[src/rtl/cxl_arb_pkg.sv]
// Shared widths and controller state encoding for the get_Cxl request arbiter.
package cxl_arb_pkg;

    localparam int CLIENT_ID_W = 5;
    localparam int AMOUNT_W    = 32;

    typedef enum logic [1:0] {
        IDLE  = 2'd0,
        ISSUE = 2'd1,
        DONE  = 2'd2,
        ERR   = 2'd3
    } arb_state_t;

endpackage

[src/rtl/rr_picker.sv]
// Combinational round-robin picker: first set request at or above rr_ptr, wrapping.
module rr_picker #(
    parameter int NUM_REQ = 4,
    parameter int IDX_W   = $clog2(NUM_REQ)
) (
    input  logic [NUM_REQ-1:0] req_valid,
    input  logic [IDX_W-1:0]   rr_ptr,
    output logic [NUM_REQ-1:0] grant,
    output logic [IDX_W-1:0]   grant_idx,
    output logic               any
);

    logic found;

    always_comb begin
        grant     = '0;
        grant_idx = '0;
        found     = 1'b0;
        any       = |req_valid;
        for (int k = 0; k < NUM_REQ; k++) begin
            if (!found && req_valid[(int'(rr_ptr) + k) % NUM_REQ]) begin
                found = 1'b1;
                grant[(int'(rr_ptr) + k) % NUM_REQ] = 1'b1;
                grant_idx = IDX_W'((int'(rr_ptr) + k) % NUM_REQ);
            end
        end
    end

endmodule

[src/rtl/cxl_get_arbiter.sv]
// Round-robin arbiter that serialises NUM_REQ requesters onto the single get_Cxl port
// and returns a done or error pulse to the requester that was granted.
module cxl_get_arbiter
    import cxl_arb_pkg::*;
#(
    parameter int NUM_REQ = 4,
    parameter int TIMEOUT = 16
) (
    input  logic                          clk,
    input  logic                          rst_n,
    input  logic [NUM_REQ-1:0]            req_valid,
    input  logic [NUM_REQ*CLIENT_ID_W-1:0] req_client_id,
    input  logic [NUM_REQ*AMOUNT_W-1:0]   req_amount,
    output logic [NUM_REQ-1:0]            req_ready,
    output logic [NUM_REQ-1:0]            rsp_done,
    output logic [NUM_REQ-1:0]            rsp_error,
    output logic                          cxl_valid,
    output logic [CLIENT_ID_W-1:0]        cxl_client_id,
    output logic [AMOUNT_W-1:0]           cxl_amount,
    input  logic                          cxl_ack,
    output logic                          busy,
    output logic [15:0]                   done_count
);

    localparam int IDX_W = $clog2(NUM_REQ);
    localparam int TMR_W = $clog2(TIMEOUT);

    arb_state_t           state;
    logic [IDX_W-1:0]     rr_ptr;
    logic [IDX_W-1:0]     gnt_idx;
    logic [NUM_REQ-1:0]   gnt_oh;
    logic [TMR_W-1:0]     timer;

    logic [NUM_REQ-1:0]   pick_oh;
    logic [IDX_W-1:0]     pick_idx;
    logic                 pick_any;
    logic [CLIENT_ID_W-1:0] sel_id;
    logic [AMOUNT_W-1:0]  sel_amount;
    logic [IDX_W-1:0]     next_ptr;

    rr_picker #(
        .NUM_REQ (NUM_REQ),
        .IDX_W   (IDX_W)
    ) u_picker (
        .req_valid (req_valid),
        .rr_ptr    (rr_ptr),
        .grant     (pick_oh),
        .grant_idx (pick_idx),
        .any       (pick_any)
    );

    assign sel_id     = req_client_id[int'(pick_idx) * CLIENT_ID_W +: CLIENT_ID_W];
    assign sel_amount = req_amount[int'(pick_idx) * AMOUNT_W +: AMOUNT_W];
    assign next_ptr   = (gnt_idx == IDX_W'(NUM_REQ - 1)) ? '0 : gnt_idx + IDX_W'(1);

    // Handshake: a requester holds req_valid until it sees its req_ready bit (a one-cycle
    // accept pulse, after which payload changes are ignored); toward get_Cxl, cxl_valid
    // and its payload stay stable until cxl_ack is sampled high at a rising edge.
    always_ff @(posedge clk or negedge rst_n) begin
        if (!rst_n) begin
            state         <= IDLE;
            rr_ptr        <= '0;
            gnt_idx       <= '0;
            gnt_oh        <= '0;
            timer         <= '0;
            req_ready     <= '0;
            rsp_done      <= '0;
            rsp_error     <= '0;
            cxl_valid     <= 1'b0;
            cxl_client_id <= '0;
            cxl_amount    <= '0;
            busy          <= 1'b0;
            done_count    <= '0;
        end else begin
            req_ready <= '0;
            rsp_done  <= '0;
            rsp_error <= '0;
            case (state)
                IDLE: begin
                    if (pick_any) begin
                        gnt_oh        <= pick_oh;
                        gnt_idx       <= pick_idx;
                        req_ready     <= pick_oh;
                        cxl_client_id <= sel_id;
                        cxl_amount    <= sel_amount;
                        timer         <= '0;
                        busy          <= 1'b1;
                        // A zero-length request never reaches get_Cxl.
                        if (sel_amount == '0) begin
                            state     <= ERR;
                            rsp_error <= pick_oh;
                        end else begin
                            state     <= ISSUE;
                            cxl_valid <= 1'b1;
                        end
                    end
                end
                ISSUE: begin
                    if (cxl_ack) begin
                        state     <= DONE;
                        cxl_valid <= 1'b0;
                        rsp_done  <= gnt_oh;
                    end else if (timer == TMR_W'(TIMEOUT - 1)) begin
                        state     <= ERR;
                        cxl_valid <= 1'b0;
                        rsp_error <= gnt_oh;
                    end else begin
                        timer <= timer + TMR_W'(1);
                    end
                end
                DONE: begin
                    done_count <= done_count + 16'd1;
                    rr_ptr     <= next_ptr;
                    busy       <= 1'b0;
                    state      <= IDLE;
                end
                ERR: begin
                    rr_ptr <= next_ptr;
                    busy   <= 1'b0;
                    state  <= IDLE;
                end
                default: state <= IDLE;
            endcase
        end
    end

endmodule
[config.mk]
export PLATFORM = sky130hd
export DESIGN_NAME = cxl_get_arbiter
export DESIGN_NICKNAME = d
export VERILOG_FILES = /design/src/rtl/cxl_arb_pkg.sv /design/src/rtl/rr_picker.sv /design/src/rtl/cxl_get_arbiter.sv
export SDC_FILE = /design/constraint.sdc
export NUM_CORES = 1
export LEC_CHECK = 0
export ABC_AREA = 1
export CORE_AREA = 2 2 114 116
export DETAILED_ROUTE_END_ITERATION = 8
export DIE_AREA = 0 0 116 118
export DONT_BUFFER_PORTS = 1
export SKIP_CTS_REPAIR_TIMING = 1
export SYNTH_ARGS = -nofsm -noshare
export SYNTH_HDL_FRONTEND = slang
export SYNTH_SLANG_ARGS = --single-unit
[constraint.sdc]
create_clock -name clk -period 2.35 [get_ports clk]
set_input_delay 0.3525 -clock clk [delete_from_list [all_inputs] [get_ports clk]]
set_output_delay 0.3525 -clock clk [all_outputs]
set_load 0.1 [all_outputs]
# Word-level counts from Yosys, hierarchy flattened
# Index checks and enable logic that the tools add are counted.
totals:
  ff_bits: 81
  latchBits: 0
  ram_bits: 0
  romBits: 0
  inputBits: 155
  out_inout_bits: 67
  wordCells: 126
  memories: 0
op_classes:
  n_addsub: 6
  n_mul: 1
  div: 0
  magnitude_cmp: 8
  n_eq_ne: 10
  n_shift: 2
  muxes: 56
  n_bitwise: 6
  n_reduce_logical: 24
ops:
  columns: ["cell", "n"]
  rows:
  - ["variable part select 128 x 8 -> 32 bit", 1]
  - ["two-way mux 4 bit", 15]
  - ["logical NOT 32 bit", 1]
  - ["variable part select 20 x 6 -> 5 bit", 1]
  - ["two-way mux 1 bit", 19]
  - ["two-way mux 2 bit", 9]
  - ["adder 16 x 1 -> 16 bit (second input constant)", 1]
  - ["one-hot mux 4 bit (2 select lines)", 2]
  - ["< comparator 3 x 4 -> 1 bit (second input constant)", 3]
  - ["bitwise OR 4 bit", 3]
  - [">= comparator 3 x 1 -> 1 bit (second input constant)", 3]
  - ["binary-select mux 1 bit (select 2 bit)", 4]
  - ["demux 1 bit (select 2 bit)", 4]
  - ["!= test 2 bit (second input constant)", 4]
  - ["AND reduction 4 bit", 2]
  - ["OR reduction 2 bit", 4]
  - ["logical AND 1 bit", 7]
  - ["equality test 2 bit (second input constant)", 3]
  - ["one-hot mux 2 bit (3 select lines)", 1]
  - ["AND reduction 2 bit", 3]
  - ["multiplier 2 x 3 -> 5 bit (second input constant)", 1]
  - ["adder 2 x 1 -> 2 bit (second input constant)", 2]
  - ["adder 2 bit (second input constant)", 2]
  - ["adder 4 x 1 -> 4 bit (second input constant)", 1]
  - ["11 further kinds", 17]

# Logic depth before layout (Yosys ltp)
# Gate-level depths: netlist (run 1).
logic_depth:
  depth_word: 19
  ltp_mapped: 24
  mapped_depth_nobuf: 22

# Hierarchy
# Synthesis (run 1) repeated with hierarchy kept, for this count alone.
unflattened:
  hier_cells: 687
  hier_area_um2: 4927.2
modules_own_cells:
  columns: ["mod", "n_inst", "cells_per_inst", "area_per_inst_um2", "seq_area_each_um2"]
  rows:
  - ["cxl_get_arbiter", 1, 604, 4393.0, 2026.9]
  - ["rr_picker", 1, 83, 534.3, 0.0]

# Worst setup path before layout (run 1)
# OpenSTA, ideal clock, no wires.
synth_path:
  kind: "reg2reg"
  start: "reg rr_ptr[0]"
  end: "reg cxl_valid"
  t_arrival_ns: 2.560
  path_slack_ns: -0.277
  path_stages_with_launch: 25
  path_cell_list: "dfrtp_1 -> buf_4 -> inv_4 -> ha_1 -> inv_1 -> nand3_1 -> nand2_2 -> inv_2 -> nor2_4 -> nand2_1 -> nand2_2 -> nand2_2 -> buf_6 -> buf_6 -> nand2_1 -> nand3_1 -> nand2_1 -> nand2_1 -> nor2_1 -> nand2_1 -> nor2_1 -> nand3_1 -> nand2_1 -> nand2_1 -> nand2_1"
synth_via:
  elab_chain_cells: 16
  word_cells_on_any_way: 31
  classes_between: "add/sub: 3; eq/ne: 1; shift: 1; mux: 18; reduce/logical: 8"
synth_lines:
  columns: ["item", "line_no", "rtl"]
  rows:
  - ["from (decl)", "cxl_get_arbiter.sv:29", "logic [IDX_W-1:0] rr_ptr;"]
  - ["from (signal assigned)", "cxl_get_arbiter.sv:113", "rr_ptr <= next_ptr;"]
  - ["from (signal assigned)", "cxl_get_arbiter.sv:118", "rr_ptr <= next_ptr;"]
  - ["adder 2 x 1 -> 2 bit / binary-select mux 1 bit (select 2 bit) (equally long branches)", "rr_picker.sv:21, rr_picker.sv:24", null]
  - ["binary-select mux 1 bit (select 2 bit) / two-way mux 1 bit (equally long branches)", "rr_picker.sv:21", "if (!found && req_valid[(int'(rr_ptr) + k) % NUM_REQ]) begin"]
  - ["two-way mux 1 bit (not written as such)", "rr_picker.sv:21", null]
  - ["two-way mux 1 bit (not written as such) / logical NOT 1 bit (equally long branches)", "rr_picker.sv:21", null]
  - ["logical AND 1 bit", "rr_picker.sv:21", null]
  - ["two-way mux 1 bit", "rr_picker.sv:21", null]
  - ["logical NOT 1 bit", "rr_picker.sv:21", null]
  - ["logical AND 1 bit", "rr_picker.sv:21", null]
  - ["two-way mux 1 bit", "rr_picker.sv:21", null]
  - ["logical NOT 1 bit", "rr_picker.sv:21", null]
  - ["logical AND 1 bit", "rr_picker.sv:21", null]
  - ["two-way mux 2 bit (*)", "rr_picker.sv:21", null]
  - ["variable part select 128 x 8 -> 32 bit (*)", "cxl_get_arbiter.sv:53", "assign sel_amount = req_amount[int'(pick_idx) * AMOUNT_W +: AMOUNT_W];"]
  - ["logical NOT 32 bit (*)", "cxl_get_arbiter.sv:89", "if (sel_amount == '0) begin"]
  - ["!= test 2 bit (no source line) (*)", null, null]
  - ["AND reduction 4 bit (no source line) (*)", null, null]
  - ["to (signal assigned)", "cxl_get_arbiter.sv:69", "cxl_valid <= 1'b0;"]
  - ["to (signal assigned)", "cxl_get_arbiter.sv:94", "cxl_valid <= 1'b1;"]
  - ["to (signal assigned)", "cxl_get_arbiter.sv:101", "cxl_valid <= 1'b0;"]
  - ["to (decl)", "cxl_get_arbiter.sv:17", "output logic cxl_valid,"]
# Mark *: on every way between the ends. The rest lies on a longest branch, timed or not. The select of a mux whose other input is x is not followed.
# A chain may end at the register's enable or synchronous reset.

# Worst setup path after layout (run 1)
# Same ends and word-level chain as after synthesis.

==> results.json, run 1 <==
{
  "status": "finished with violations",
  "violations": "setup timing",
  "clock_skew_ns": 0.00596,
  "first_pass_iters": 5,
  "die_h_um": 118,
  "antenna_found_initial": 0,
  "n_antenna_cell": 0,
  "cts.sinks": 81,
  "slowest_stage": "dfrtp_2",
  "synth.distinct_cells": 35,
  "viasPerCell": 5.34,
  "relSlewSlack": 0.393,
  "die_area_um2": 13700,
  "worstMarginPinSlew_ns": 0.911,
  "maxCapViolations": 0,
  "crit_path_start_kind": "flop",
  "r2r_start": "rr_ptr[0]",
  "hold_viol": 0,
  "worstPathCellList": "inv_8 -> ha_4 -> inv_2 -> nand3_2 -> nand2_4 -> inv_2 -> nor2_4 -> nand4_4 -> nand2_8 -> buf_12 -> buf_8 -> nand2_2 -> nand3_2 -> nand2_2 -> inv_2 -> nand2_1 -> nor2_1 -> nand2_1 -> nor2_2 -> nand3_2 -> nand3_2 -> nand2_1",
  "grt_max_degree": 82,
  "first_global_vias": 4798,
  "dp_hpwl_um": 11800,
  "clk_path_buf_depth": 2,
  "crit_start": "rr_ptr[0]",
  "cts_root_buf": "clkbuf_16",
  "hold_start": "req_client_id[10]",
  "critical_path.max_fanout": 8,
  "wirelength_um": 16200,
  "start_util": 0.392,
  "synth_edf_count": 0,
  "synth_top_area_share": 0.416,
  "n_fill_cell": 1191,
  "finalMaxSlewViolations": 0,
  "cts_htree_levels": 3,
  "multi_input_area_um2": 2800,
  "area_growth_pct": 41.3,
  "clock_latency_ns": 0.34,
  "cp.required_ns": 2.59,
  "post-route-min-period_ns": 2.73,
  "gp_congestion": 0.999,
  "grt_setup_unrepaired": "yes",
  "vias": 5171,
  "avgSynthCellArea_um2": 7.14,
  "timing.hold.ws_ns": 0.212,
  "fin_util": 0.554,
  "globalRouteOverflowTotal": 0,
  "hold_path.class": "primary input to flop",
  "die_x_um": 116,
  "yosysMostFrequentCell": "nand2_1",
  "yosys.area.top_type": "dfrtp_1",
  "slowest_delay_ns": 0.45,
  "wl_per_cell_um": 16.7,
  "path_class": "flop to flop",
  "grt_pass1_wl_um": 24100,
  "path_buf_inv": 6,
  "final.period_utilization": 1.16,
  "drt-initial-drc-count": 434,
  "synthTopCellsByArea": "dfrtp_1 42%, nand2_1 16%, nand3_1 14%",
  "synth_common_cells": "206 x nand2_1, 138 x nand3_1, 81 x dfrtp_1",
  "io_pins": 222,
  "synth-seq-cells": 81,
  "ys_async_sr_fraction": 1.00,
  "track_usage": 0.223,
  "cts_tree": "done",
  "fin_ws_ns": -0.379,
  "seq_area_um2": 2030,
  "nets": 953,
  "postLayoutCellArea_um2": 6880,
  "crit_path_end_kind": "flop",
  "fmax_ghz": 0.366,
  "ys_warn_count": 0,
  "netlist_area_um2": 4870,
  "crit_path_frequent_cell": "nand3_2",
  "drc": 0,
  "dpl_cell_area_um2": 5790,
  "ant_nets": 0,
  "critPathTopFamily": "simple AND/OR/NAND/NOR gates",
  "ys.flop_type": "dfrtp_1",
  "syn-instance-count": 682,
  "post_layout_nonfiller_instances": 968,
  "setup_violations": 8,
  "cts_buffers": 9,
  "rows": 41,
  "syn_nets": 844,
  "layout-drive-gt1-share": 0.305,
  "yosysSeqAreaShare": 0.416,
  "portBuffers": 0,
  "arrival_ns": 2.97,
  "dp.cells": 929,
  "core_um2": 12400,
  "cts.clk_slew.worst_paths_ns": 0.06
}
final timing paths:
path | endpoint | cells past startpoint | slack (ns)
max in group asynchronous | rr_ptr[0] | 2 | 1.43
max | cxl_valid | 22 | -0.38
max reg2reg | cxl_valid | 22 | -0.38
min in group asynchronous | rsp_done[1] | 2 | 0.57
min reg2reg | busy | 2 | 0.49
min | cxl_client_id[0] | 2 | 0.21
kinds of logic after synthesis:
logic type,share of synthesized area
compound gates,0.0969
simple gates,0.363
buf+inv,0.0781
fa+ha+maj,0.0180
xor+xnor,0.0270
flops,0.416
per-layer routing:
layer,wire [µm],global-route usage,up-vias
met5,0,0,-
met3,1060,0.0469,44
met2,7830,0.355,254
met1,6760,0.294,2398
met4,503,0.0930,0
li1,-,-,2475
worst register-to-register path, delay by kind of cell (launching register included):
kind,cells,cell delay [ns]
flip-flops,1,0.45
adder cells (fa/ha/maj),1,0.20
AND/OR/NAND/NOR,15,1.52
buffers and inverters,6,0.48
per-stage QoR:
step           worst slack, ns  TNS (ns)
6_report                -0.379     -2.25
5_1_grt                 -0.564     -5.21
4_1_cts                 -0.497     -3.40
3_5_place_dp            -0.472     -2.92
3_3_place_gp            -0.380     -2.22
2_1_floorplan           -0.146    -0.703
flip-flops by register name (all words and copies together) (netlist names), 2 cells and up:
register / cells
rsp_error: 4
gnt_oh: 4
done_count: 16
rsp_done: 4
gnt_idx: 2
cxl_amount: 32
cxl_client_id: 5
rr_ptr: 2
req_ready: 4
timer: 4
state: 2
cells in the final DEF (no fill, tap or decap), types with 2 or more instances in the layout:
master / count
buf_6: 3
inv_8: 2
dfrtp_2: 4
o22ai_2: 2
nor2_2: 6
nand4_1: 7
o22ai_1: 5
dfrtp_1: 77
clkbuf_16: 15
o21bai_1: 4
o21ai_0: 33
nand2_4: 5
inv_2: 6
o21ai_2: 13
clkinv_2: 2
xor2_1: 8
nand2_1: 183
o21ai_1: 7
buf_4: 113
a31oi_1: 5
buf_12: 8
nand2_2: 24
inv_1: 40
nor2_1: 38
nand3_2: 22
a21oi_1: 7
bufinv_16: 4
nand3_1: 116
buf_8: 3
xnor2_1: 7
ha_1: 6
area by class of cell:
type	instances	share of cell area
timing repair buffer	135	0.185
inverter	49	0.0293
sequential	81	0.295
clock buffer	10	0.0333
clock inverter	6	0.0189
tap	172	0.0313
multi-input combinational	515	0.407
Power of run 1 is left out: the tool's default activity adds up to more than one toggle a clock period on the data nets, which glitch-free logic cannot reach.
==> inputs of run 2 (changes only) <==
--- a/config.mk
+++ b/config.mk
@@ -6,9 +6,10 @@
 export NUM_CORES = 1
 export LEC_CHECK = 0
 export ABC_AREA = 1
-export CORE_AREA = 2 2 114 116
+export CAP_MARGIN = 30
+export CORE_AREA = 2 2 135 98
 export DETAILED_ROUTE_END_ITERATION = 8
-export DIE_AREA = 0 0 116 118
+export DIE_AREA = 0 0 137 100
 export DONT_BUFFER_PORTS = 1
 export SKIP_CTS_REPAIR_TIMING = 1
 export SYNTH_ARGS = -nofsm -noshare
==> results.json, run 2 (synthesized netlist as in run 1, its figures left out) <==
{
  "status": "finished with violations",
  "violations": "setup timing",
  "cts.sinks": 81,
  "worstMarginPinSlew_ns": 0.901,
  "postLayoutCellArea_um2": 6800,
  "setup_violations": 18,
  "grt_pass1_wl_um": 23600,
  "core_um2": 12600,
  "nets": 951,
  "grt_setup_unrepaired": "yes",
  "fin_ws_ns": -0.460,
  "wl_per_cell_um": 18.1,
  "mostFrequentLayoutCells": "189 x nand2_1, 126 x nand3_1, 101 x buf_4",
  "dpl_cell_area_um2": 5790,
  "io_pins": 222,
  "finalMaxSlewViolations": 0,
  "drc": 0,
  "hold_path.class": "primary input to flop",
  "layout_commonest_cell": "nand2_1",
  "gp_congestion": 0.854,
  "area_growth_pct": 39.7,
  "start_util": 0.386,
  "cts_buffers": 9,
  "crit_path_start_kind": "flop",
  "portBuffers": 0,
  "wirelength_um": 17300,
  "largest_reg_flops": 32,
  "layout-drive-gt1-share": 0.263,
  "globalRouteOverflowTotal": 0,
  "n_antenna_cell": 0,
  "top_register": "cxl_amount",
  "viasPerCell": 5.40,
  "slowest_stage": "dfrtp_2",
  "maxCapViolations": 0,
  "slowest_delay_ns": 0.45,
  "wl_met1_um": 7420,
  "grt_max_degree": 82,
  "vias": 5183,
  "arrival_ns": 3.09,
  "hold_viol": 0,
  "dr_wl_met2_um": 8270,
  "cts.clk_slew.worst_paths_ns": 0.06,
  "drt-initial-drc-count": 256,
  "critPathTopFamily": "simple AND/OR/NAND/NOR gates",
  "cts_htree_levels": 3,
  "dp_hpwl_um": 11600,
  "path_buf_inv": 7,
  "cts_tree": "done",
  "crit_path_end_kind": "flop",
  "largestRegisters": "cxl_amount x32, done_count x16, cxl_client_id x5",
  "clk_path_buf_depth": 2,
  "cts_root_buf": "clkbuf_16",
  "clock_latency_ns": 0.34,
  "top_layer": "met4",
  "relSlewSlack": 0.399,
  "worstPathCellList": "inv_8 -> ha_4 -> inv_4 -> nand3_2 -> nand2_4 -> inv_2 -> nor2_4 -> nand4_4 -> buf_12 -> nand2_4 -> buf_12 -> inv_4 -> nand2_1 -> nand3_1 -> nand2_1 -> nand2_1 -> nor2_1 -> nand2_1 -> nor2_2 -> buf_4 -> nand3_2 -> nand2_1 -> nand2_1 -> nand2_1",
  "fmax_ghz": 0.356,
  "path_class": "flop to flop",
  "antenna_found_initial": 0,
  "crit_path_frequent_cell": "nand2_1",
  "first_pass_iters": 5,
  "rows": 35,
  "timing.hold.ws_ns": 0.223,
  "n_fill_cell": 1223,
  "clock_skew_ns": 0.0104,
  "ant_nets": 0,
  "track_usage": 0.221,
  "die_area_um2": 13700,
  "die_h_um": 100,
  "critical_path.max_fanout": 7,
  "route.met3.wl_um": 1420,
  "die_x_um": 137,
  "cp.required_ns": 2.63,
  "tns_ns": -3.60,
  "first_global_vias": 4668,
  "post-route-min-period_ns": 2.81,
  "final.period_utilization": 1.20
}
==> run 2: changes by cell type in the layout (fill, tap and decap cells not counted), moves of 4 or more <==
cell       delta
buf_4        -12
clkbuf_16     +4
nand2_1       +6
nand2_2       -6
nand3_1      +10
nand3_2      -11
o21ai_0       +6
o21ai_1       +4
o21ai_2       -9
==> run 2: path summary, 6_finish.rpt <==
kind	startpoint	to	slack [ns]	depth (start not counted)
worst max-delay path	rr_ptr[0]	cxl_valid	-0.46	24
worst min-delay path	req_client_id[4]	cxl_client_id[4]	0.22	2
worst max register to register	rr_ptr[0]	cxl_valid	-0.46	24
worst min register to register	gnt_idx[1]	gnt_idx[1]	0.50	2
max in group asynchronous	rst_n	done_count[2]	1.39	2
min in group asynchronous	rst_n	req_ready[1]	0.56	2
==> run 2: routing by layer <==
layer  vias up  track usage
li1       2472            -
met1      2441        0.298
met2       250        0.346
met3        20       0.0586
met4         0       0.0706
met5         -            0
==> run 2: cell type report <==
type	instances	area, µm²	share of cell area
sequential	81	2030	0.299
clock inverter	6	92.6	0.0136
inverter	49	204	0.0300
timing repair buffer	132	1360	0.200
multi-input combinational	516	2670	0.393
clock buffer	10	229	0.0337
tap	166	208	0.0305
==> run 2: stage by stage <==
stage / utilization / setup slack [ns] / std cells
2_1_floorplan: - / -0.146 / 682
3_3_place_gp: 0.459 / -0.548 / 917
3_5_place_dp: 0.459 / -0.677 / 917
4_1_cts: 0.484 / -0.693 / 933
5_1_grt: 0.539 / -0.667 / 960
6_report: 0.539 / -0.460 / 960
Power of run 2 is left out for the same reason.
==> inputs of run 3 (changes only) <==
--- a/config.mk
+++ b/config.mk
@@ -8,6 +8,7 @@
 export ABC_AREA = 1
 export CAP_MARGIN = 30
 export CORE_AREA = 2 2 135 98
+export CTS_CLUSTER_SIZE = 8
 export DETAILED_ROUTE_END_ITERATION = 8
 export DIE_AREA = 0 0 137 100
 export DONT_BUFFER_PORTS = 1
==> constraint.sdc (replaced) <==
create_clock -name clk -period 2.35 [get_ports clk]
set_input_delay 0.3525 -clock clk [delete_from_list [all_inputs] [get_ports clk]]
set_output_delay 0.3525 -clock clk [all_outputs]
set_load 0.005 [all_outputs]
==> results.json, run 3 (synthesized netlist as in run 1, its figures left out) <==
{
  "crit_path_end_kind": "flop",
  "track_usage": 0.220,
  "critical_path.max_fanout": 10,
  "gp_congestion": 0.911,
  "cts.clk_slew.worst_paths_ns": 0.07,
  "fmax_ghz": 0.344,
  "dr_wl_met2_um": 8430,
  "clock_skew_ns": 0.0114,
  "wl_met1_um": 7370,
  "cts_tree": "done",
  "largestRegisters": "cxl_amount x32, done_count x16, cxl_client_id x5",
  "die_h_um": 100,
  "nets": 896,
  "first_global_vias": 4494,
  "route.met3.wl_um": 1610,
  "core_um2": 12600,
  "top_register": "cxl_amount",
  "reg2regPathDepth": 22,
  "drt-initial-drc-count": 380,
  "rows": 35,
  "crit_path_start_kind": "flop",
  "io_pins": 222,
  "setup_violations": 14,
  "path_class": "flop to flop",
  "first_pass_iters": 5,
  "reg2reg_to": "cxl_valid",
  "dp_hpwl_um": 11500,
  "status": "finished with violations",
  "top_layer": "met4",
  "start_util": 0.386,
  "cts.sinks": 81,
  "cts_htree_levels": 3,
  "ant_nets": 0,
  "grt_max_degree": 82,
  "grt_setup_unrepaired": "yes",
  "arrival_ns": 3.14,
  "hold_viol": 0,
  "reg2reg_slack_ns": -0.56,
  "crit_start": "rr_ptr[0]",
  "largest_reg_flops": 32,
  "cts_root_buf": "clkbuf_16",
  "post-route-min-period_ns": 2.91,
  "layout-drive-gt1-share": 0.210,
  "drc": 0,
  "clk_path_buf_depth": 2,
  "fin_ws_ns": -0.557,
  "antenna_found_initial": 0,
  "finalMaxSlewViolations": 0,
  "viasPerCell": 5.57,
  "vias": 5045,
  "post-place-ws_ns": -0.584,
  "r2r_start": "rr_ptr[0]",
  "die_x_um": 137,
  "final.period_utilization": 1.24,
  "wl_per_cell_um": 19.5,
  "n_antenna_cell": 0,
  "layout_commonest_cell": "nand2_1",
  "cp.required_ns": 2.58,
  "violations": "setup timing",
  "worstMarginPinSlew_ns": 0.552,
  "crit_end": "cxl_valid",
  "post_layout_nonfiller_instances": 905,
  "portBuffers": 0,
  "maxCapViolations": 0,
  "dp.cells": 860,
  "die_area_um2": 13700,
  "hold_path.class": "primary input to flop",
  "cts_buffers": 9,
  "area_growth_pct": 32.2,
  "grt_pass1_wl_um": 23300,
  "wirelength_um": 17700,
  "mostFrequentLayoutCells": "182 x nand2_1, 129 x nand3_1, 80 x dfrtp_1",
  "clock_latency_ns": 0.34,
  "relSlewSlack": 0.628,
  "globalRouteOverflowTotal": 0
}
## run 3: cell types whose count changed in the layout (fill, tap and decap cells not counted), moves of 3 or more
cell | before | now
buf_4 | 101 | 43
dfrtp_1 | 76 | 80
dfrtp_2 | 5 | 1
nand2_1 | 189 | 182
nand2_2 | 18 | 26
nand2_4 | 6 | 3
nand3_1 | 126 | 129
nand3_2 | 11 | 7
o21ai_0 | 39 | 29
o21ai_1 | 11 | 23
## run 3: routing by layer
metal	up-vias	global-route usage
li1	2360	-
met1	2385	0.296
met2	279	0.347
met3	21	0.0606
met4	0	0.0619
met5	-	0
## run 3: worst max-delay path: stages (launching register included)
cell,delay (ns)
dfrtp_2,0.44
inv_8,0.07
ha_4,0.22
inv_4,0.07
nand3_4,0.08
nand2_4,0.11
inv_4,0.05
nor2_4,0.16
nand2_4,0.10
nand2_8,0.14
buf_12,0.12
nand2_8,0.07
clkbuf_16,0.17
nand2_1,0.06
nand3_1,0.08
nand2_1,0.11
nand2_1,0.07
nor2_1,0.14
nand2_1,0.12
nor2_4,0.16
nand3_2,0.12
nand3_1,0.09
nand2_1,0.06
## run 3: cell type report
cell class              instances  area [µm²]
clock inverters                 6        48.8
multi-input cells             516        2700
fillers                      1251        6180
flip-flops and latches         81        2030
repair buffers                 77        1010
clock buffers                  10         239
well taps                     166         208
inverters                      49         201
## run 3: through the flow
step / hold slack (ns) / area [µm²] / util / setup TNS (ns)
5_1_grt: 0.220 / 6430 / 0.510 / -6.33
3_3_place_gp: 0.0587 / 5370 / 0.426 / -2.55
2_1_floorplan: 0.0569 / 4890 / - / -0.720
6_report: 0.217 / 6430 / 0.510 / -3.46
3_5_place_dp: 0.0588 / 5370 / 0.426 / -4.46
4_1_cts: -0.314 / 5660 / 0.448 / -4.88
## run 3: worst min path at each step
stage | slack [ns] | from | endpoint | cells after the start
final | 0.22 | cxl_ack | state[0] | 3
after global routing | 0.22 | cxl_ack | rsp_done[0] | 2
after detailed placement | 0.06 | rst_n | req_ready[2] | 0
after CTS | -0.31 | rst_n | req_ready[2] | 0
after global placement | 0.06 | rst_n | rsp_done[3] | 0
after floorplan | 0.06 | rst_n | busy | 0
Power of run 3 is left out for the same reason.
